**src/rtl/img_stream_tx.sv**
```systemverilog
// Frame streamer: reads an IMG_W x IMG_H image from a 1-cycle-latency memory in
// raster order and emits it on a valid/ready stream with a flush marker and last tag.
module img_stream_tx #(
  parameter int W_DATA = 8,
  parameter int IMG_W  = 24,
  parameter int IMG_H  = 24,
  localparam int N_PIX = IMG_W * IMG_H,
  localparam int AW    = (N_PIX > 1) ? $clog2(N_PIX) : 1
) (
  input  logic              clk,
  input  logic              rst,
  input  logic              start,
  output logic              busy,
  output logic              done,
  output logic              mem_rd_en,
  output logic [AW-1:0]     mem_addr,
  input  logic [W_DATA-1:0] mem_rdata,
  output logic              dout_valid,
  input  logic              dout_ready,
  output logic [W_DATA-1:0] dout_data,
  output logic [1:0]        dout_eot
);

  // Stream handshake: a beat transfers in any cycle with dout_valid & dout_ready;
  // once valid is raised, data and eot[0] hold until that transfer happens.
  typedef enum logic [1:0] {IDLE, RUN, DRAIN} state_t;

  state_t              state_q, state_d;
  logic [AW-1:0]       addr_q;
  logic                flush_q;
  logic                done_q;
  logic                inflight_q;
  logic                inflight_last_q;
  logic [1:0]          occ_q;
  logic [W_DATA-1:0]   buf_data_q [2];
  logic                buf_last_q [2];

  logic                pop;
  logic                rd_en;
  logic                last_addr;
  logic                accept;
  logic [2:0]          level;

  assign dout_valid = (occ_q != 2'd0);
  assign pop        = dout_valid & dout_ready;
  assign last_addr  = (addr_q == AW'(N_PIX - 1));
  assign accept     = (state_q == IDLE) && start;

  // Buffer entries plus the read in flight must stay within the 2 slots.
  assign level = {1'b0, occ_q} + {2'b00, inflight_q};
  assign rd_en = (state_q == RUN) && ((level - {2'b00, pop}) < 3'd2);

  always_comb begin
    state_d = state_q;
    case (state_q)
      IDLE:    if (start) state_d = RUN;
      RUN:     if (rd_en && last_addr) state_d = DRAIN;
      DRAIN:   if (pop && buf_last_q[0]) state_d = IDLE;
      default: state_d = IDLE;
    endcase
  end

  always_ff @(posedge clk) begin
    if (rst) begin
      state_q         <= IDLE;
      addr_q          <= '0;
      flush_q         <= 1'b0;
      done_q          <= 1'b0;
      inflight_q      <= 1'b0;
      inflight_last_q <= 1'b0;
    end else begin
      state_q         <= state_d;
      flush_q         <= accept;
      done_q          <= (state_q == DRAIN) && pop && buf_last_q[0];
      inflight_q      <= rd_en;
      inflight_last_q <= rd_en && last_addr;
      if (accept)
        addr_q <= '0;
      else if (rd_en && !last_addr)
        addr_q <= addr_q + AW'(1);
    end
  end

  // Two-entry FIFO with the head in slot 0; a push lands at slot (occ - pop).
  always_ff @(posedge clk) begin
    if (rst) begin
      occ_q         <= 2'd0;
      buf_data_q[0] <= '0;
      buf_data_q[1] <= '0;
      buf_last_q[0] <= 1'b0;
      buf_last_q[1] <= 1'b0;
    end else begin
      if (pop) begin
        buf_data_q[0] <= buf_data_q[1];
        buf_last_q[0] <= buf_last_q[1];
      end
      if (inflight_q) begin
        if ((occ_q - {1'b0, pop}) == 2'd0) begin
          buf_data_q[0] <= mem_rdata;
          buf_last_q[0] <= inflight_last_q;
        end else begin
          buf_data_q[1] <= mem_rdata;
          buf_last_q[1] <= inflight_last_q;
        end
      end
      occ_q <= occ_q + {1'b0, inflight_q} - {1'b0, pop};
    end
  end

  assign mem_rd_en = rd_en;
  assign mem_addr  = addr_q;
  assign dout_data = buf_data_q[0];
  assign dout_eot  = {flush_q, buf_last_q[0] & dout_valid};
  assign done      = done_q;
  assign busy      = (state_q != IDLE) | done_q;

endmodule

```
**config.mk**
```make
export PLATFORM = sky130hd
export DESIGN_NAME = img_stream_tx
export DESIGN_NICKNAME = d
export VERILOG_FILES = /design/src/rtl/img_stream_tx.sv
export SDC_FILE = /design/constraint.sdc
export NUM_CORES = 1
export LEC_CHECK = 0
export CAP_MARGIN = 20
export CORE_ASPECT_RATIO = 0.9
export CORE_MARGIN = 4
export CORE_UTILIZATION = 48
export CTS_BUF_LIST = sky130_fd_sc_hd__clkbuf_2 sky130_fd_sc_hd__clkbuf_4 sky130_fd_sc_hd__clkbuf_8
export CTS_CLUSTER_DIAMETER = 200
export DETAILED_ROUTE_END_ITERATION = 10
export PLACE_DENSITY = 0.86
export SLEW_MARGIN = 40
export SYNTH_ARGS = -nofsm -noshare
export SYNTH_HDL_FRONTEND = slang
export SYNTH_SLANG_ARGS = --single-unit
```
**constraint.sdc**
```tcl
create_clock -name clk -period 3.77 [get_ports clk]
set_input_delay 0.754 -clock clk [delete_from_list [all_inputs] [get_ports clk]]
set_output_delay 0.754 -clock clk [all_outputs]
set_load 0.02 [all_outputs]
```
==> out/metrics.yaml <==
initial_core_util: 0.503
coreArea_sq_um: 3400
place_area_sq_um: 2080
dr.pass1.iters: 5
grt_use_total: 0.168
start_kind: "primary input"
finalMaxSlewViolations: 0
critPathTopFamily: "simple AND/OR/NAND/NOR gates"
diodes: 0
p_comb_frac: 0.145
status: "finished, final reports clean"
synthFlopType: "edfxtp_1"
multiInputGateArea_sq_um: 714
cp.arrival_ps: 2620
synth_cells: 170
synth.most_common_cell: "nand2_1"
synth_cell_types: 36
rsz0062_at_grt: "no"
cts.sinks: 36
port_buffers: 35
synthArstFlopShare: 0
synth_edf_count: 18
grt_pass1_vias: 1312
globalRouteOverflowTotal: 0
fin_worst_skew_ps: 4.95
place_ws_ps: -435
clock_latency_ps: 280
antenna_found_initial: 0
final.setup.worst_slack_ps: 398
grt_max_degree: 19
cp.required_ps: 3020
cpMaxStageDelayCell: "fa_1"
post-route-util: 0.640
gp_congestion: 0.773
cp-end-kind: "output pin"
crit_buf_inv: 3
sw_frac_of_total: 0.241
grt_pass1_wl_mm: 6.04
drtAntennaViolNets: 0
yosysSeqAreaShare: 0.527
p_int_uw: 627
path_class: "primary input to output pin"
dpl.cell_count: 242
final-hold-violation-count: 0
relSlewSlack: 0.545
synthTopCellsByArea: "edfxtp_1 32%, dfxtp_1 21%, nand2_1 5.5%"
numCtsBuffers: 5
max_slew.worst_pin.slew_ps: 681
drc_errors: 0
fp.dieArea_sq_um: 4580
yosysWarnings: 0
via_per_inst: 5.37
syn-num-nets: 186
layout-drive-gt1-share: 0.117
syn2layout_area_growth_pct: 27.4
num_vias: 1343
post-route-cell-area_sq_um: 2180
nFillCells: 290
ys_top_cells_by_count: "25 x nand2_1, 18 x dfxtp_1, 18 x edfxtp_1, 18 x nand3_1, 10 x and2_1"
critPathMaxStageDelay_ps: 460
synth_top_cell_by_area: "edfxtp_1"
layout_min_cycle_time_ps: 3370
vdd_ir_drop_max_mv: 0.208
ys_seq_elements: 36
wire_per_inst_um: 14.1
holdCritPathClass: "flop to flop"
period_share: 0.894
cp_max_fo: 3
clkTransAtPathRegs_ps: 60
cts-root-buf: "clkbuf_8"
p_leak_uw: 0.000854
die_h_um: 64.6
pin_count: 36
cts_tree: "built"
setup_viol: 0
drt_iter0_drc: 91
fp-row-count: 20
cts_buffer_depth: 2
seq_power_share: 0.538
netlist.area_leader.share: 0.316
power_frac_clock: 0.317
routed_wl_mm: 3.53
regArea_sq_um: 901
fin_cells: 250
path_cells: "dlymetal6s2s_1 > nand2b_4 > nand2_1 > ha_1 > fa_1 > or3b_1 > or2_1 > inv_2 > buf_4"
dp_hpwl_mm: 2.48
switchingPower_uw: 199
max_clock_freq_ghz: 0.297
p_per_area_nw_per_um2: 379
htree_levels: 2
die_x_um: 70.9
maxCapViolations: 0
layout.nets: 221
synth_area_sq_um: 1710
synth.avg_cell_area_sq_um: 10.1
## sequential cells by signal (all words and copies together), names as in the netlist
name             flops
flush_q              1
buf_last_q           2
state_q              2
mem_addr            10
inflight_last_q      1
occ_q                2
buf_data_q          16
done                 1
inflight_q           1
## layout by cell type (no fill, tap or decap), drive strengths merged, types with 3 or more instances in the layout
cell type / count
or2: 3
nand2: 25
buf: 9
o31ai: 3
ha: 3
or4: 3
mux2i: 4
nand3: 18
dfxtp: 18
clkdlybuf4s50: 33
or3: 6
nand4: 3
nor2: 7
clkbuf: 6
a21oi: 6
inv: 3
and2: 10
edfxtp: 18
nor2b: 4
## per-stage QoR
| step | setup TNS, ps | power [uW] | hold WS (ps) |
|---|---|---|---|
| floorplan | 0 | 526 | 463 |
| global placement | -396 | 569 | 484 |
| detailed placement | -435 | 572 | 493 |
| CTS | 0 | 828 | 505 |
| global route | 0 | 861 | 513 |
| finish | 0 | 826 | 506 |
## power groups by stage
stage	clock [uW]	sequential, uW	combinational, uW
after global routing	285	447	129
after global placement	0	452	117
final	262	445	120
after detailed placement	0	453	119
after CTS	264	444	120
after floorplan	0	451	75.6
## path summary, 6_finish.rpt
| check | from | depth (start not counted) | slack [ps] | to |
|---|---|---|---|---|
| setup / recovery | dout_ready | 9 | 400 | mem_rd_en |
| hold / removal | mem_addr[9] | 2 | 510 | mem_addr[9] |
| setup reg to reg | occ_q[0] | 9 | 900 | mem_addr[3] |
| hold reg to reg | mem_addr[9] | 2 | 510 | mem_addr[9] |
## cell type report
type	count	share of cell area
clock buffer	6	0.0350
clock inverter	2	0.00517
inverter	3	0.00517
multi-input combinational	116	0.328
sequential	36	0.413
tap	44	0.0253
timing repair buffer	43	0.188
## worst reg2reg max path: stages, from the launching register on
cell and delay [ps]:
dfxtp_1 420, nand3b_1 160, nand2_1 60, ha_1 190, fa_1 460, or3b_1 410
or2_1 270, buf_4 180, or4_1 500, a21oi_1 160
## metal layers
layer	vias to the layer above	part of all wire	global-route usage
met5	-	0	0
met4	0	0.013	0.0587
met3	5	0.054	0.0465
met2	35	0.48	0.285
met1	635	0.46	0.206
li1	668	-	-
## logic make-up (layout without fill, tap and decap cells)
family	Yosys count	after routing	share of synthesized area
multiplexers	4	4	0.0234
adder cells (fa/ha/maj)	4	4	0.0337
AND/OR/NAND/NOR	91	91	0.286
flip-flops	36	36	0.527
buffers and inverters	18	54	0.0636
AO/OA/AOI/OAI	15	15	0.0563
XOR/XNOR	2	2	0.0102
## repair_timing
item | in CTS | in global routing
resized for setup | 5 | 3
setup buffers | 0 | 0
endpoints found under the setup margin | 1 | 1
pin swaps | 0 | 3
hold buffers | 0 | 0
Note: power is estimated with default switching activity, not from simulation.
